<file path="src/rtl/serial_word_tx.sv">
// serial_word_tx: parallel word in on valid/ready, MSB-first serial bit stream out with word framing.
// Define TX_RESIDUE_EN to track the running mod-5 residue and report it with word_done.
module serial_word_tx #(
    parameter int WIDTH = 8
) (
    input  logic             clk,
    input  logic             rst,
    input  logic [WIDTH-1:0] data_in,
    input  logic             data_valid,
    output logic             data_ready,
    output logic             bit_out,
    output logic             bit_valid,
    output logic             word_start,
    output logic             word_done,
    output logic             word_div5,
    output logic [2:0]       word_residue
);
    localparam int CW = $clog2(WIDTH);
    typedef enum logic {IDLE, SHIFT} state_t;
    state_t state, state_n;
    logic [CW-1:0] cnt;
    logic [WIDTH-1:0] sh;
    logic done, last, hs;
    assign last = state == SHIFT && cnt == '0;
    assign data_ready = state == IDLE || last;
    assign hs = data_valid && data_ready;
    assign bit_valid = state == SHIFT;
    assign bit_out = bit_valid && sh[WIDTH-1];
    assign word_start = bit_valid && cnt == CW'(WIDTH - 1);
    assign word_done = done;
    always_comb state_n = hs ? SHIFT : last ? IDLE : state;
    always_ff @(posedge clk)
        state <= rst ? IDLE : state_n;
    always_ff @(posedge clk) begin
        if (rst) begin
            cnt  <= '0;
            sh   <= '0;
            done <= 1'b0;
        end else begin
            done <= last;
            if (hs) begin
                sh  <= data_in;
                cnt <= CW'(WIDTH - 1);
            end else if (bit_valid) begin
                sh  <= sh << 1;
                cnt <= cnt - CW'(1);
            end
        end
    end
`ifdef TX_RESIDUE_EN
    logic [2:0] r, r_n;
    logic [3:0] t;
    // the MSB cycle restarts the residue from zero, so back-to-back words never mix
    assign t = {(word_start ? 3'd0 : r), 1'b0} + {3'd0, bit_out};
    assign r_n = t >= 4'd5 ? 3'(t - 4'd5) : t[2:0];
    always_ff @(posedge clk) begin
        if (rst) r <= 3'd0;
        else if (bit_valid) r <= r_n;
    end
    assign word_residue = done ? r : 3'd0;
    assign word_div5 = done && r == 3'd0;
`else
    assign word_residue = 3'd0;
    assign word_div5 = 1'b0;
`endif
endmodule

</file>
<file path="config.mk">
export PLATFORM = sky130hd
export DESIGN_NAME = serial_word_tx
export DESIGN_NICKNAME = d
export VERILOG_FILES = /design/src/rtl/serial_word_tx.sv
export SDC_FILE = /design/constraint.sdc
export NUM_CORES = 1
export LEC_CHECK = 0
export ABC_CLOCK_PERIOD_IN_PS = 2300
export BUFFER_PORTS_ARGS = -buffer_cell sky130_fd_sc_hd__buf_2
export CAP_MARGIN = 0
export CORE_AREA = 3 3 44 46
export DETAILED_ROUTE_END_ITERATION = 12
export DIE_AREA = 0 0 47 49
export PLACE_DENSITY = 0.83
export SYNTH_ARGS = -nofsm -noshare
export SYNTH_HDL_FRONTEND = slang
export SYNTH_SLANG_ARGS = --single-unit
export TNS_END_PERCENT = 30
</file>
<file path="constraint.sdc">
create_clock -name clk -period 2.3 [get_ports clk]
set_clock_uncertainty 0.15 [all_clocks]
set_input_delay 0 -clock clk [delete_from_list [all_inputs] [get_ports clk]]
set_output_delay 0 -clock clk [all_outputs]
set_load 0.02 [all_outputs]
</file>
Word level (Yosys, flattened, before mapping)
Cells that the tools add are included.
{ "totals": {"register_bits": 13, "in_bits": 11, "output_inout_bits": 9, "word_cells": 21} }
{ "op_classes": {"addsub": 1, "eq_ne": 1, "muxes": 6, "n_bitwise": 1, "n_reduce_logical": 8} }
{ "ops": {"columns": ["op", "n"], "rows": [
  ["$mux W8", 2],
  ["$mux W3", 2],
  ["$logic_and A1 B1 Y1", 4],
  ["$reduce_bool A2 Y1", 2],
  ["$eq A3 B3 Y1 const B", 1],
  ["$logic_not A3 Y1", 1],
  ["$sub A3 B1 Y3 const B", 1],
  ["$mux W1", 2],
  ["$logic_or A1 B1 Y1", 1],
  ["$not A1 Y1", 1]
]} }

Longest topological paths before layout
{ "logic_depth": {"ltp_word": 5, "ltp_mapped": 6, "mapped_depth_nobuf": 5} }

Least setup slack after synthesis
Ideal clock, no wire load.
{ "synth_path": {"path_kind": "register -> register", "startpoint": "register cnt[0]", "endpoint": "register sh[1]", "setup_ns": 0.103, "arrival_ns": 1.320, "t_required_ns": 2.047, "setup_slack_ns": 0.727, "path_stages_with_launch": 7, "n_path_buf": 1, "synth_period_minus_slack_ns": 1.573, "cell_sequence": "dfxtp_1 inv_1 ha_1 nand3b_4 and2_4 buf_6 a2111oi_2"} }
{ "synth_between": {"elab_chain_cells": 5, "word_cells_on_any_way": 6, "classes_between": "1 x mux; 5 x reduce/logical"} }
{ "synth_rtl": {"columns": ["element", "line", "rtl"], "rows": [
  ["start, declared", "21", "logic [CW-1:0] cnt;"],
  ["start signal, assigned", "43", "cnt <= CW'(WIDTH - 1);"],
  ["start signal, assigned", "46", "cnt <= cnt - CW'(1);"],
  ["$logic_not A3 Y1 *", "24", "assign last = state == SHIFT && cnt == '0;"],
  ["$logic_and A1 B1 Y1 *", "24", null],
  ["$logic_or A1 B1 Y1 *", "25", "assign data_ready = state == IDLE || last;"],
  ["$logic_and A1 B1 Y1 *", "26", "assign hs = data_valid && data_ready;"],
  ["$mux W8 or $reduce_bool A2 Y1 (tied branches)", null, null],
  ["end signal, assigned", "42", "sh <= data_in;"],
  ["end signal, assigned", "45", "sh <= sh << 1;"],
  ["end, declared", "22", "logic [WIDTH-1:0] sh;"]
]} }
Every way passes the cells marked *; elsewhere a longest branch is shown, timed or not.
A chain may end at the register's enable or synchronous reset.

Worst setup path after layout
{ "layout_path": {"startpoint": "register cnt[0]", "endpoint": "register sh[3]"} }
Same word-level chain as after synthesis.

==> metrics.cfg <==
[cts]
cts_buffer_depth=2
cts_setup_buffers=0
clock_latency_ns=0.28
path_clk_slew_ns=0.07
clock_sinks=13
root_buffer=clkbuf_4
htreeDepth=1
cts_tree=built
numCtsBuffers=3

[setup_path]
cp-end-kind=flip-flop
rrSetupSlack_ns=0.12
cp_max_fo=7
required_ns=2.38
cp_data_arrival_time_ns=2.26
reg2reg_to=sh[3]$_SDFFE_PP0P_
criticalPathCategory=reg -> reg
reg2reg_from=cnt[0]$_SDFFE_PP0P_
cp-start-kind=flip-flop
reg2regPathDepth=6

[cells_and_area]
nets=127
fin_area_um2=998
drive_gt1_share_pct=28.6
syn_to_final_growth_pct=23.9
final_cell_mix=buf_2 (15), dfxtp_1 (13), dlygate4sd3_1 (12)
diodes=0
finalNonFillerCells=128
final_common_cell=buf_2

[placement]
io_buffers=15
hpwl_um=1080
dp_slack_ns=0.638
place_area_um2=850
gp_congestion=0.680
place_inst=112

[route]
ant_nets=0
drtIter0Drc=6
vias=691
wl_per_cell_um=13.2
drt_wl_total_um=1700
drtPass1Iterations=4
viasPerCell=5.40
drc=0

[outcome]
status=complete, no violations

[timing]
whs_ns=0.0618
fmax_mhz=458
setup_slack_ns=0.117
period_needed_ns=2.18
finalHoldViolCount=0
period_share_pct=94.9
fin_setup_tns_ns=0
grt_setup_unrepaired=no
drv_slew=0
finalSetupViolations=0

[global_route]
antenna_found_initial=0
grt_busiest_layer=met2
use_met3_pct=5.54
grt_pass1_wl_um=2660
grt_usage_pct=16.2
grt_max_degree=22
met2_usage_pct=26.0
grtUsageMet1_pct=17.4
grt_pass1_vias=635
grt-ovfl-total=0

[synth]
ys_ff_latch=13
synthesis.instances=87
synthDistinctLibCells=28
syn_area_per_cell_um2=9.26
ys_warn_count=0
synth_area_um2=806
seq_area_frac_synth_pct=32.3

[die]
core_area_mm2=0.00154
fp.dieW_um=47
start_util_pct=52.3
ios=20
die_area_mm2=0.00230
fp-row-count=14
die_h_um=49

[hold_path]
min_path_type=in -> reg
holdPathEnd=bit_valid$_SDFFE_PP0P_
min_from=data_valid
whs_path_depth=3

[power]
p_per_area_mw_per_mm2=570
max-vdd-ir-drop_uv=362
p_leak_nw=0.447

[run]
cap_viol_max_count=0

## routing by layer
layer	wire length, um	share of wire [%]
met1	699	41
met2	857	51
met3	96	5.7
met4	41	2.4
met5	0	0
## kinds of logic after synthesis
family          synth area share (%)
fa+ha+maj                       4.66
buf+inv                         12.4
other cells                    0.465
flops                           32.3
simple gates                    21.9
compound gates                  23.1
mux                             5.12
## state kept, by name (all words and copies together) (netlist names)
register   cells
sh             8
cnt            3
word_done      1
bit_valid      1
## layout make-up
cell class	instances	area (um^2)
multi-input cells	59	459
clock buffers	4	26.3
inverters	8	30.0
repair buffers	28	203
fillers	136	543
well taps	16	20.0
flip-flops and latches	13	260
## cell usage after synthesis
library cell / instances / area, um^2
inv_1: 8 / 30.0
and2_4: 1 / 8.76
a21oi_1: 2 / 10.0
and3_1: 1 / 6.26
and2_1: 1 / 6.26
conb_1: 1 / 3.75
dfxtp_1: 13 / 260
nand2_1: 1 / 3.75
buf_2: 2 / 10.0
clkbuf_1: 1 / 3.75
nand3b_4: 1 / 20.0
nor3b_1: 2 / 15.0
nor3_1: 3 / 15.0
a211oi_1: 9 / 67.6
or2_2: 1 / 6.26
nor4_1: 1 / 6.26
mux2i_1: 3 / 30.0
nor2b_1: 5 / 31.3
mux2_2: 1 / 11.3
and3b_1: 1 / 8.76
buf_6: 1 / 11.3
a21o_2: 1 / 8.76
buf_4: 6 / 45.0
a2111oi_2: 6 / 90.1
nor2_1: 8 / 30.0
ha_1: 3 / 37.5
o22a_2: 1 / 10.0
nand2b_1: 3 / 18.8
## timing repair
action | 4_1_cts | 5_1_grt
endpoints found under the hold margin | 13 | 0
endpoints found under the setup margin | 0 | 2
hold buffers | 12 | 0
resized for setup | 0 | 1
## how the worst max path moves through the flow
stage / from / to / slack (ns) / cells after the start
after floorplan: cnt[0]$_SDFFE_PP0P_ / sh[1]$_SDFFE_PP0P_ / 0.73 / 6
after global placement: cnt[0]$_SDFFE_PP0P_ / sh[4]$_SDFFE_PP0P_ / 0.74 / 5
after detailed placement: cnt[0]$_SDFFE_PP0P_ / sh[1]$_SDFFE_PP0P_ / 0.64 / 5
after CTS: cnt[0]$_SDFFE_PP0P_ / sh[3]$_SDFFE_PP0P_ / 0.15 / 6
after global routing: cnt[0]$_SDFFE_PP0P_ / sh[4]$_SDFFE_PP0P_ / 0.02 / 6
final: cnt[0]$_SDFFE_PP0P_ / sh[3]$_SDFFE_PP0P_ / 0.12 / 6
## per-stage QoR
| step | util (%) | power (mW) |
|---|---|---|
| after detailed placement | 55.1 | 0.408 |
| after floorplan | - | 0.384 |
| final | 64.8 | 0.569 |
| after CTS | 64.6 | 0.570 |
| after global placement | 55.1 | 0.402 |
| after global routing | 64.8 | 0.600 |
## critical path: stages (launching register included)
cell and delay, ns:
dfxtp_1 0.34, inv_1 0.09, ha_2 0.22, nand3b_4 0.12, and2_4 0.23, a2111oi_2 0.38
dlygate4sd3_1 0.60
## where the power goes
| group | total (mW) | internal (mW) | switching [mW] |
|---|---|---|---|
| sequential | 0.263 | 0.246 | 0.0168 |
| clock | 0.143 | 0.0674 | 0.0752 |
| combinational | 0.163 | 0.0810 | 0.0824 |
| total | 0.569 | 0.395 | 0.174 |
Power figures use the tool's default switching activity.
